**src/rtl/mole_pkg.sv**
```systemverilog
// Shared types and constants for the whack-a-mole round controller.
package mole_pkg;

  localparam int NUM_MOLES = 18;

  // Fibonacci taps for x^32 + x^22 + x^2 + x + 1 (bits 31, 21, 1, 0).
  localparam int                LFSR_W    = 32;
  localparam logic [LFSR_W-1:0] LFSR_TAPS = 32'h8020_0003;

  typedef logic [NUM_MOLES-1:0] mole_vec_t;
  typedef logic [7:0]           round_cnt_t;

  typedef enum logic [2:0] {
    ST_IDLE,
    ST_SPAWN,
    ST_SHOW,
    ST_REPORT,
    ST_GAP,
    ST_DONE
  } mole_state_t;

endpackage

```
**src/rtl/mole_spawner_if.sv**
```systemverilog
// Board-side inputs and scorer-side outputs of the mole spawner; master is the spawner.
interface mole_spawner_if;
  import mole_pkg::*;

  logic       start;
  mole_vec_t  hit_in;
  mole_vec_t  led_moles;
  mole_vec_t  hit_reg;
  logic       round_done;
  round_cnt_t round_count;
  logic       game_over;

  modport master (
    input  start, hit_in,
    output led_moles, hit_reg, round_done, round_count, game_over
  );

  modport slave (
    output start, hit_in,
    input  led_moles, hit_reg, round_done, round_count, game_over
  );

endinterface

```
**src/rtl/mole_lfsr.sv**
```systemverilog
// Seedable 32-bit Fibonacci LFSR; free-runs every cycle, loads SEED on reset.
module mole_lfsr
  import mole_pkg::*;
#(
  parameter logic [LFSR_W-1:0] SEED = 32'hACE1_2024
) (
  input  logic              clk,
  input  logic              reset,
  output logic [LFSR_W-1:0] lfsr
);

  logic feedback;

  assign feedback = ^(lfsr & LFSR_TAPS);

  always_ff @(posedge clk) begin
    if (!reset) begin
      lfsr <= SEED;
    end else begin
      lfsr <= {lfsr[LFSR_W-2:0], feedback};
    end
  end

endmodule

```
**src/rtl/mole_spawner.sv**
```systemverilog
// Whack-a-mole round controller: spawns a random lit pattern, collects hits, reports once per round.
// Define MOLE_EARLY_CLEAR_EN to end a round's window as soon as every lit mole has been hit.
module mole_spawner
  import mole_pkg::*;
#(
  parameter int                WINDOW_CYCLES = 50_000_000,
  parameter int                GAP_CYCLES    = 12_500_000,
  parameter int                NUM_ROUNDS    = 20,
  parameter logic [LFSR_W-1:0] SEED          = 32'hACE1_2024
) (
  input  logic           clk,
  input  logic           reset,
  mole_spawner_if.master bus
);

  // Window and gap timing share one down-counter.
  localparam int MAX_CYCLES = (WINDOW_CYCLES > GAP_CYCLES) ? WINDOW_CYCLES : GAP_CYCLES;
  localparam int CNT_W      = $clog2(MAX_CYCLES + 1);

  typedef logic [CNT_W-1:0] cnt_t;

  localparam cnt_t WIN_LOAD = cnt_t'(WINDOW_CYCLES - 1);
  localparam cnt_t GAP_LOAD = cnt_t'(GAP_CYCLES - 1);

  logic [LFSR_W-1:0] lfsr;
  mole_state_t       state;
  cnt_t              cnt;
  mole_vec_t         pattern;
  mole_vec_t         acc;
  mole_vec_t         hit_prev;
  mole_vec_t         acc_next;
  mole_vec_t         spawn_raw;
  mole_vec_t         spawn_pat;
  logic              window_end;

  mole_vec_t         led_q;
  mole_vec_t         hit_q;
  logic              done_q;
  round_cnt_t        rc_q;
  logic              over_q;

  mole_lfsr #(.SEED(SEED)) u_lfsr (
    .clk   (clk),
    .reset (reset),
    .lfsr  (lfsr)
  );

  // Only fresh presses on lit moles count; an empty random draw falls back to a single mole.
  always_comb begin
    acc_next   = acc | (bus.hit_in & ~hit_prev & pattern);
    spawn_raw  = lfsr[NUM_MOLES-1:0] & lfsr[LFSR_W-1 -: NUM_MOLES];
    spawn_pat  = (spawn_raw != '0) ? spawn_raw : (mole_vec_t'(1) << lfsr[3:0]);
    window_end = (cnt == '0);
`ifdef MOLE_EARLY_CLEAR_EN
    window_end = window_end || (acc_next == pattern);
`else
    window_end = window_end;
`endif
  end

  always_ff @(posedge clk) begin
    if (!reset) begin
      state    <= ST_IDLE;
      cnt      <= '0;
      pattern  <= '0;
      acc      <= '0;
      hit_prev <= '0;
      led_q    <= '0;
      hit_q    <= '0;
      done_q   <= 1'b0;
      rc_q     <= '0;
      over_q   <= 1'b0;
    end else begin
      hit_prev <= bus.hit_in;
      unique case (state)
        ST_IDLE, ST_DONE: begin
          if (bus.start) begin
            state  <= ST_SPAWN;
            rc_q   <= '0;
            over_q <= 1'b0;
          end
        end
        ST_SPAWN: begin
          pattern <= spawn_pat;
          led_q   <= spawn_pat;
          acc     <= '0;
          cnt     <= WIN_LOAD;
          state   <= ST_SHOW;
        end
        ST_SHOW: begin
          acc <= acc_next;
          if (window_end) begin
            state  <= ST_REPORT;
            hit_q  <= acc_next;
            done_q <= 1'b1;
            rc_q   <= rc_q + 1'b1;
          end else begin
            cnt <= cnt - 1'b1;
          end
        end
        ST_REPORT: begin
          hit_q  <= '0;
          done_q <= 1'b0;
          led_q  <= '0;
          cnt    <= GAP_LOAD;
          state  <= ST_GAP;
        end
        ST_GAP: begin
          if (cnt == '0) begin
            if (rc_q == round_cnt_t'(NUM_ROUNDS)) begin
              state  <= ST_DONE;
              over_q <= 1'b1;
            end else begin
              state <= ST_SPAWN;
            end
          end else begin
            cnt <= cnt - 1'b1;
          end
        end
        default: state <= ST_IDLE;
      endcase
    end
  end

  assign bus.led_moles   = led_q;
  assign bus.hit_reg     = hit_q;
  assign bus.round_done  = done_q;
  assign bus.round_count = rc_q;
  assign bus.game_over   = over_q;

endmodule

```
**src/flat_wrapper.sv**
```systemverilog
// flat-port wrapper written by rule: the top's interface ports become plain ports
module mole_spawner_flat import mole_pkg::*;
#(
  parameter int                WINDOW_CYCLES = 50_000_000,
  parameter int                GAP_CYCLES    = 12_500_000,
  parameter int                NUM_ROUNDS    = 20,
  parameter logic [LFSR_W-1:0] SEED          = 32'hACE1_2024
)
  (clk, reset, bus_start, bus_hit_in, bus_led_moles, bus_hit_reg, bus_round_done, bus_round_count, bus_game_over);
  mole_spawner_if bus_i ();
  input  logic clk;
  input  logic reset;
  input wire logic [$bits(bus_i.start)-1:0] bus_start;
  input wire logic [$bits(bus_i.hit_in)-1:0] bus_hit_in;
  output wire logic [$bits(bus_i.led_moles)-1:0] bus_led_moles;
  output wire logic [$bits(bus_i.hit_reg)-1:0] bus_hit_reg;
  output wire logic [$bits(bus_i.round_done)-1:0] bus_round_done;
  output wire logic [$bits(bus_i.round_count)-1:0] bus_round_count;
  output wire logic [$bits(bus_i.game_over)-1:0] bus_game_over;
  assign bus_i.start = bus_start;
  assign bus_i.hit_in = bus_hit_in;
  assign bus_led_moles = bus_i.led_moles;
  assign bus_hit_reg = bus_i.hit_reg;
  assign bus_round_done = bus_i.round_done;
  assign bus_round_count = bus_i.round_count;
  assign bus_game_over = bus_i.game_over;
  mole_spawner #(.WINDOW_CYCLES(WINDOW_CYCLES), .GAP_CYCLES(GAP_CYCLES), .NUM_ROUNDS(NUM_ROUNDS), .SEED(SEED)) u_core (.clk(clk), .reset(reset), .bus(bus_i));
endmodule
```
**config.mk**
```make
export PLATFORM = sky130hd
export DESIGN_NAME = mole_spawner_flat
export DESIGN_NICKNAME = d
export VERILOG_FILES = /design/src/rtl/mole_pkg.sv /design/src/rtl/mole_spawner_if.sv /design/src/rtl/mole_lfsr.sv /design/src/rtl/mole_spawner.sv /design/src/flat_wrapper.sv
export SDC_FILE = /design/constraint.sdc
export NUM_CORES = 1
export LEC_CHECK = 0
export BUFFER_PORTS_ARGS = -buffer_cell sky130_fd_sc_hd__buf_2
export CORE_UTILIZATION = 50
export DETAILED_ROUTE_END_ITERATION = 7
export PLACE_DENSITY = 0.79
export SETUP_SLACK_MARGIN = 0.02
export SLEW_MARGIN = 20
export SYNTH_ARGS = -nofsm -noshare
export SYNTH_HDL_FRONTEND = slang
export SYNTH_HIERARCHICAL = 1
export SYNTH_SLANG_ARGS = --single-unit
```
**constraint.sdc**
```tcl
create_clock -name clk -period 3.12 [get_ports clk]
set_clock_uncertainty 0.1 [all_clocks]
set_input_delay 0.156 -clock clk [delete_from_list [all_inputs] [get_ports clk]]
set_output_delay 0.156 -clock clk [all_outputs]
set_load 0.005 [all_outputs]
```
==> flow_metrics.tcl, run 1 <==
set metrics [dict create \
    crit_fanout 20 \
    via_per_inst 5.77 \
    regArea_um2 3220 \
    slowest_stage "or4_1" \
    drc_errors 0 \
    synthToLayoutAreaGrowth_pct 19.8 \
    hold_viol 0 \
    top_register "u_core/u_lfsr/lfsr" \
    vias 5803 \
    synth.top_cells.by_area "dfxtp_1 50%, nand2_1 6.0%, and2_1 3.9%" \
    rr_startpoint "u_core/cnt[11]$_SDFFE_PN0P_" \
    arrival_ns 2.83 \
    cts_num_sinks 161 \
    dpl.hpwl_um 10700 \
    design_area_um2 7780 \
    syn_inst 740 \
    setup.worst_path.start "u_core/cnt[11]$_SDFFE_PN0P_" \
    cts_buffers 17 \
    n_fill_cell 1108 \
    antenna_left 0 \
    worst_pin_slew_ns 0.940 \
    worst_setup_path_end_kind "register" \
    rsz0062_at_grt "false" \
    cpPeakStageDelay_ns 0.68 \
    synth_common_cells "161 x dfxtp_1, 104 x nand2_1, 45 x a21oi_1" \
    hold_slack_ns 0.103 \
    die-area_um2 13500 \
    worstSkewPairLatency_ns 0.42 \
    ys_seq_area_share_pct 49.6 \
    cts-root-buf "clkbuf_16" \
    core_um2 12600 \
    die_y_um 116 \
    status "complete, no violations" \
    synth_edf_count 0 \
    fin_tns_setup_ns 0 \
    critPathLaunchType "register" \
    fmax_mhz 382 \
    fin_crit_sh_pct 84.0 \
    cts_buffer_depth 2 \
    synthArstFlopShare_pct 0 \
    maxSlewViolCount 0 \
    synth_top_area_share_pct 49.6 \
    wire_per_inst_um 16.0 \
    io_buffers 66 \
    nets 845 \
    synth-seq-cells 161 \
    rows 41 \
    min_path_type "in -> reg" \
    grtUsageTotal_pct 25.3 \
    top_regs "u_core/u_lfsr/lfsr (32), u_core/cnt (26)" \
    drt_first_pass_iters 5 \
    num_antenna_cells 0 \
    fin_util_pct 61.7 \
    grt_overflow 0 \
    min_period_ns 2.62 \
    synth_area_um2 6500 \
    r2r_cells 6 \
    drive_gt1_share_pct 15.5 \
    syn_nets 765 \
    synthFlopType "dfxtp_1" \
    multi_input_area_um2 3020 \
    largest_reg_flops 32 \
    leakage_uw 0.00311 \
    wl_um 16100 \
    worst-setup-path-type "reg -> reg" \
    timing.rr.end "u_core/bus.hit_reg[8]$_SDFFE_PN0P_" \
    cts_resized 0 \
    gp_congestion 0.910 \
    path_clk_slew_ns 0.06 \
    endpoint "u_core/bus.hit_reg[8]$_SDFFE_PN0P_" \
    grt_pass1_vias 5298 \
    die_w_um 116 \
    yosys_warnings 6 \
    synth.most_common_cell "dfxtp_1" \
    path_buf_inv 1 \
    slew_headroom_pct 36.4 \
    dr.first_iter.drc_count 515 \
    crit_family "simple AND/OR/NAND/NOR gates" \
    htree_num_levels 4 \
    rrSetupSlack_ns 0.50 \
    required_ns 3.33 \
    start_util_pct 51.5 \
    ios 67 \
    avgSynthCellArea_um2 8.78 \
    cap_violations 0 \
    antenna_found_initial 0 \
    ys_types 61 \
    cts_tree "built" \
    setup_viol_count_final 0 \
    yosys.area.top_type "dfxtp_1" \
    p_per_area_nw_per_um2 805 \
    grt_pass1_wl_um 26400 \
    cp.depth 6 \
    grt_max_degree 53 \
    placed_area_um2 7020 \
    peakVddDrop_uv 490 \
    crit_chain "or4_1 -> and4b_2 -> nand3_2 -> buf_4 -> and3_1 -> o21a_1" \
]
==> what timing repair did <==
action	CTS	global route
hold endpoints to repair	25	0
setup buffers	0	0
endpoints found under the setup margin	0	0
hold buffers	19	0
==> routing by layer <==
layer,GRT usage [%],share of wire [%],wire (µm)
met1,33.3,45,7260
met2,41.6,47,7570
met3,5.02,6.7,1080
met4,8.46,1.1,180
met5,0,0,0
==> worst min-delay path by stage <==
| stage | cells past startpoint | to | slack [ns] | from |
|---|---|---|---|---|
| 2_1_floorplan | 1 | u_core/u_lfsr/lfsr[31]$_SDFF_PN1_ | 0.13 | reset |
| 3_3_place_gp | 2 | u_core/hit_prev[9]$_SDFF_PN0_ | 0.28 | bus_hit_in[9] |
| 3_5_place_dp | 2 | u_core/hit_prev[4]$_SDFF_PN0_ | 0.28 | bus_hit_in[4] |
| 4_1_cts | 5 | u_core/state[2]$_SDFFE_PN0P_ | 0.09 | bus_start |
| 5_1_grt | 5 | u_core/state[2]$_SDFFE_PN0P_ | 0.11 | bus_start |
| 6_report | 5 | u_core/state[2]$_SDFFE_PN0P_ | 0.10 | bus_start |
==> placed cells by master, fill, tap and decap left out, types with 5 or more instances in the layout <==
| cell | count |
|---|---|
| a21oi_1 | 45 |
| nand4_1 | 11 |
| clkbuf_16 | 17 |
| buf_2 | 66 |
| dlygate4sd3_1 | 19 |
| nand2_1 | 104 |
| o31ai_1 | 7 |
| or4_1 | 7 |
| dfxtp_1 | 161 |
| nor4_1 | 9 |
| nand2b_1 | 33 |
| o21a_1 | 9 |
| or3_1 | 9 |
| inv_1 | 30 |
| a22oi_1 | 7 |
| and2_1 | 40 |
| o211ai_1 | 15 |
| buf_4 | 17 |
| nor3_1 | 15 |
| nor2_1 | 33 |
| xnor2_1 | 5 |
| and3_1 | 10 |
| a32oi_1 | 13 |
| a31oi_1 | 24 |
| xor2_1 | 7 |
| o21ai_0 | 20 |
| nand3_1 | 27 |
==> cell type report <==
cell class	instances	share of cell area [%]
clock buffer	22	5.96
clock inverter	10	1.30
inverter	31	1.49
multi-input combinational	507	38.7
sequential	161	41.4
tap	172	2.76
timing repair buffer	102	8.33
==> cell families after synthesis <==
logic type | after synthesis | synth area share, %
fa+ha+maj | 4 | 0.770
buf+inv | 72 | 4.33
mux | 2 | 0.308
simple gates | 323 | 26.4
compound gates | 166 | 16.9
flops | 161 | 49.6
xor+xnor | 12 | 1.62
==> stage by stage <==
| step | total power [µW] | std cells | worst slack (ns) |
|---|---|---|---|
| floorplan | 3740 | 740 | 0.911 |
| global placement | 4200 | 954 | 0.551 |
| detailed placement | 4220 | 954 | 0.544 |
| CTS | 6240 | 1005 | 0.514 |
| global route | 6580 | 1005 | 0.362 |
| finish | 6270 | 1005 | 0.500 |
==> power breakdown <==
group | internal (µW) | total, µW | switching, µW
clock network | 1150 | 2000 | 847
logic | 667 | 1760 | 1100
registers | 2240 | 2510 | 261
total | 4060 | 6270 | 2210
==> worst min-delay path, stage by stage <==
cell and delay [ns]:
buf_2 0.11, nand2_1 0.06, nand3b_1 0.07, a21oi_1 0.07, o311a_1 0.11
No activity file was read; power rests on OpenSTA's default activity.
==> run 2: changes to the inputs <==
- PLACE_DENSITY: 0.79 -> 0.82
- clock period: 3.12 -> 2.2 ns (I/O delays scaled with it)
==> flow_metrics.tcl, run 2 (synthesis gave the netlist of run 1 again) <==
set metrics [dict create \
    min_period_ns 2.18 \
    final_common_cell "dfxtp_1" \
    io_buffers 66 \
    worst-setup-path-type "reg -> reg" \
    routed-wl-met2_um 8340 \
    die-area_um2 13500 \
    p_sw_share_pct 36.2 \
    die_y_um 116 \
    synthToLayoutAreaGrowth_pct 30.2 \
    r2r_cells 7 \
    crit_chain "or4_4 -> and4b_2 -> nand3_4 -> buf_12 -> buf_4 -> nor2_2 -> o21a_1" \
    drive_gt1_share_pct 24.8 \
    grt_pass1_vias 5831 \
    cpPeakStageDelay_ns 0.56 \
    status "complete, no violations" \
    required_ns 2.47 \
    crit_fanout 8 \
    wl_met1_um 7370 \
    cp.depth 7 \
    fin_util_pct 67.0 \
    p_sw_uw 3610 \
    antenna_left 0 \
    htree_num_levels 4 \
    crit_family "simple AND/OR/NAND/NOR gates" \
    grtUsageTotal_pct 27.5 \
    min_path_type "in -> reg" \
    cts_buffers 17 \
    ios 67 \
    drc_errors 0 \
    regArea_um2 3230 \
    power_frac_clock_pct 29.5 \
    cts_tree "built" \
    slew_headroom_pct 57.6 \
    core_um2 12600 \
    placed_area_um2 7380 \
    final_cell_mix "157 x dfxtp_1, 103 x nand2_1, 66 x buf_2" \
    nets 892 \
    routed.top_layer "met4" \
    path_clk_slew_ns 0.07 \
    hold_viol 0 \
    wire_per_inst_um 16.7 \
    hold_slack_ns 0.0316 \
    die_w_um 116 \
    p_per_area_nw_per_um2 1180 \
    gp_congestion 0.940 \
    cts_num_sinks 161 \
    largest_reg_flops 32 \
    p_int_uw 6360 \
    fin_tns_setup_ns 0 \
    hold_depth 5 \
    cap_violations 0 \
    grt_max_degree 68 \
    seqPwrFrac_pct 35.0 \
    drt_first_pass_iters 7 \
    dpl.hpwl_um 11500 \
    fin_crit_sh_pct 99.1 \
    top_register "u_core/u_lfsr/lfsr" \
    peakVddDrop_uv 682 \
    cts-root-buf "clkbuf_16" \
    wl_um 17600 \
    setup_viol_count_final 0 \
    start_util_pct 51.5 \
    worst_pin_slew_ns 0.637 \
    vias 6083 \
    rows 41 \
    worstSkewPairLatency_ns 0.43 \
    grt_overflow 0 \
    wl_met3_um 1460 \
    path_buf_inv 2 \
    n_fill_cell 956 \
    dr.first_iter.drc_count 483 \
    via_per_inst 5.78 \
    grt_pass1_wl_um 28600 \
    worst_setup_path_end_kind "register" \
    fmax_mhz 459 \
    multi_input_area_um2 3220 \
    power_frac_comb_pct 35.5 \
    top_regs "u_core/u_lfsr/lfsr (32), u_core/cnt (26)" \
    maxSlewViolCount 0 \
    design_area_um2 8460 \
    arrival_ns 2.45 \
    cts_buffer_depth 2 \
    slowest_stage "or4_4" \
    antenna_found_initial 0 \
    leakage_uw 0.00340 \
    rsz0062_at_grt "true" \
    critPathLaunchType "register" \
    num_antenna_cells 0 \
    power.total_uw 9970 \
]
[run 2: layout make-up]
cell class              count  share of cell area (%)
multi-input cells         507                    38.1
well taps                 172                    2.54
clock buffers              17                    5.03
inverters                  31                    1.38
repair buffers            149                    12.7
clock inverters            15                    2.09
flip-flops and latches    161                    38.2
[run 2: worst reg2reg max path: stages, from the launching register on]
cell	delay, ns
dfxtp_2	0.32
or4_4	0.56
and4b_2	0.38
nand3_4	0.15
buf_12	0.19
buf_4	0.15
nor2_2	0.12
o21a_1	0.14
[run 2: worst paths after layout]
check	startpoint	endpoint	slack, ns
worst max-delay path	u_core/cnt[11]$_SDFFE_PN0P_	u_core/bus.hit_reg[2]$_SDFFE_PN0P_	0.02
worst min-delay path	bus_start	u_core/state[2]$_SDFFE_PN0P_	0.03
worst max register to register	u_core/cnt[11]$_SDFFE_PN0P_	u_core/bus.hit_reg[2]$_SDFFE_PN0P_	0.02
worst min register to register	u_core/bus.led_moles[4]$_SDFFE_PN0P_	u_core/bus.led_moles[4]$_SDFFE_PN0P_	0.34
[run 2: per-layer routing]
metal | track usage, % | up-vias
met1 | 35.1 | 2883
li1 | - | 2879
met2 | 44.3 | 279
met4 | 11.5 | 0
met3 | 6.90 | 42
met5 | 0 | -
[run 2: power by group through the flow]
stage	Combinational, µW	Clock (µW)	Sequential, µW
2_1_floorplan	1900	0	3450
3_3_place_gp	2990	0	3510
3_5_place_dp	3050	0	3510
4_1_cts	3130	2970	3460
5_1_grt	3800	3100	3530
6_report	3540	2940	3490
[run 2: timing repair]
action                                  4_1_cts  5_1_grt
gates resized for setup                       6       50
endpoints found under the hold margin        34        0
cloned                                        0        1
setup buffers                                 0        4
pin swaps                                     2       19
hold buffers                                 19        0
endpoints found under the setup margin       29       47
[run 2: stage by stage]
stage,std cells,setup WS [ns]
finish,1052,0.0206
global route,1052,-0.0362
CTS,1047,0.0165
detailed placement,996,-0.0589
global placement,996,-0.0486
floorplan,740,0.0369
==> run 3: changes to the inputs <==
- CORE_UTILIZATION: 50 -> 40
- PLACE_DENSITY: 0.82 -> 0.7
==> flow_metrics.tcl, run 3 (synthesis gave the netlist of run 1 again) <==
set metrics [dict create \
    dp_slack_ns -0.0281 \
    slew_headroom_pct 62.5 \
    via_per_inst 5.37 \
    leakage_uw 0.00337 \
    cp.depth 5 \
    power_frac_clock_pct 28.4 \
    placed_area_um2 7460 \
    rows 46 \
    drt_first_pass_iters 5 \
    min_period_ns 2.16 \
    critPathLaunchType "register" \
    wl_um 17100 \
    power_frac_comb_pct 35.5 \
    dpl.hpwl_um 11800 \
    p_sw_share_pct 35.3 \
    cpPeakStageDelay_ns 0.57 \
    io_buffers 66 \
    drive_gt1_share_pct 22.1 \
    fin_util_pct 52.5 \
    grt_pass1_wl_um 27900 \
    top_regs "u_core/u_lfsr/lfsr (32), u_core/cnt (26)" \
    worst-setup-path-type "reg -> reg" \
    synthToLayoutAreaGrowth_pct 28.4 \
    p_per_area_nw_per_um2 1150 \
    hold_slack_ns 0.0329 \
    design_area_um2 8340 \
    path_buf_inv 0 \
    cts_buffers 17 \
    p_int_uw 6230 \
    die_y_um 129 \
    worst_setup_path_end_kind "register" \
    dr.first_iter.drc_count 414 \
    worst_pin_slew_ns 0.557 \
    fin_tns_setup_ns 0 \
    nets 893 \
    required_ns 2.45 \
    crit_family "simple AND/OR/NAND/NOR gates" \
    arrival_ns 2.42 \
    antenna_found_initial 0 \
    drc_errors 0 \
    cts-root-buf "clkbuf_16" \
    grt_overflow 0 \
    grtUsageTotal_pct 21.3 \
    final_cell_mix "160 x dfxtp_1, 103 x nand2_1, 66 x buf_2" \
    rsz0062_at_grt "true" \
    cts_buffer_depth 2 \
    start_util_pct 40.9 \
    grt_pass1_vias 5547 \
    hold_viol 0 \
    r2r_cells 5 \
    crit_fanout 5 \
    largest_reg_flops 32 \
    n_fill_cell 1477 \
    min_path_type "in -> reg" \
    ios 67 \
    worstSkewPairLatency_ns 0.43 \
    wire_per_inst_um 15.6 \
    slowest_stage "or4_4" \
    cap_violations 0 \
    final_common_cell "dfxtp_1" \
    cts_num_sinks 161 \
    vias 5889 \
    htree_num_levels 4 \
    fmax_mhz 463 \
    multi_input_area_um2 3120 \
    num_antenna_cells 0 \
    peakVddDrop_uv 671 \
    antenna_left 0 \
    p_sw_uw 3400 \
    grt_max_degree 72 \
    gp_congestion 0.884 \
    setup_viol_count_final 0 \
    path_clk_slew_ns 0.06 \
    crit_chain "or4_4 -> and4b_2 -> nand3_4 -> or4_1 -> a21oi_1" \
    status "complete, no violations" \
    core_um2 15900 \
    seqPwrFrac_pct 36.1 \
    fin_crit_sh_pct 98.3 \
    die_w_um 129 \
    die-area_um2 16800 \
    regArea_um2 3220 \
    cts_tree "built" \
    top_register "u_core/u_lfsr/lfsr" \
    maxSlewViolCount 0 \
    hold_depth 5 \
    worst_slack_ns 0.0383 \
]
## run 3: cell count changes in the layout (fill, tap and decap cells not counted), moves of 4 or more
cell | before | now
nor2_1 | 29 | 34
buf_6 | 5 | 1
buf_4 | 55 | 60
and3_1 | 3 | 9
and3_4 | 7 | 0
nor2_2 | 4 | 0
## run 3: what timing repair did
action	CTS	global route
pin swaps	0	9
hold buffers	19	0
setup buffers	1	3
gates resized for setup	3	23
endpoints found under the hold margin	35	0
endpoints found under the setup margin	15	31
## run 3: per-layer routing
layer	GRT usage, %	up-vias	wire length, µm
li1	-	2892	-
met1	27.9	2784	7910
met2	33.8	186	7920
met3	4.71	27	905
met4	9.23	0	401
met5	0	-	0
## run 3: worst paths after layout
path | to | slack [ns] | start
setup / recovery | u_core/bus.round_count[4]$_SDFFE_PN0P_ | 0.04 | u_core/cnt[11]$_SDFFE_PN0P_
hold / removal | u_core/state[2]$_SDFFE_PN0P_ | 0.03 | bus_start
setup reg to reg | u_core/bus.round_count[4]$_SDFFE_PN0P_ | 0.04 | u_core/cnt[11]$_SDFFE_PN0P_
hold reg to reg | u_core/bus.led_moles[0]$_SDFFE_PN0P_ | 0.34 | u_core/bus.led_moles[0]$_SDFFE_PN0P_
## run 3: final cells by class
class,count,share of cell area (%)
Timing Repair Buffer,150,12.7
Multi-Input combinational cell,507,37.4
Tap cell,216,3.24
Sequential cell,161,38.7
Inverter,31,1.39
Clock buffer,21,5.64
Clock inverter,11,0.975
## run 3: per-stage QoR
stage / std cells / power [µW]
floorplan: 740 / 5350
global placement: 1042 / 6520
detailed placement: 1042 / 6560
CTS: 1094 / 9390
global route: 1097 / 10100
finish: 1097 / 9630
## run 3: power groups by stage
stage	logic [µW]	registers (µW)	clock network, µW
floorplan	1900	3450	0
global placement	3020	3500	0
detailed placement	3050	3500	0
CTS	3170	3450	2780
global route	3700	3510	2920
finish	3420	3470	2740
## run 3: tightest hold or removal path: stages
cell      delay (ns)
buf_2           0.11
nand2_1         0.05
nand3b_1        0.07
a21oi_1         0.06
o311a_1         0.11
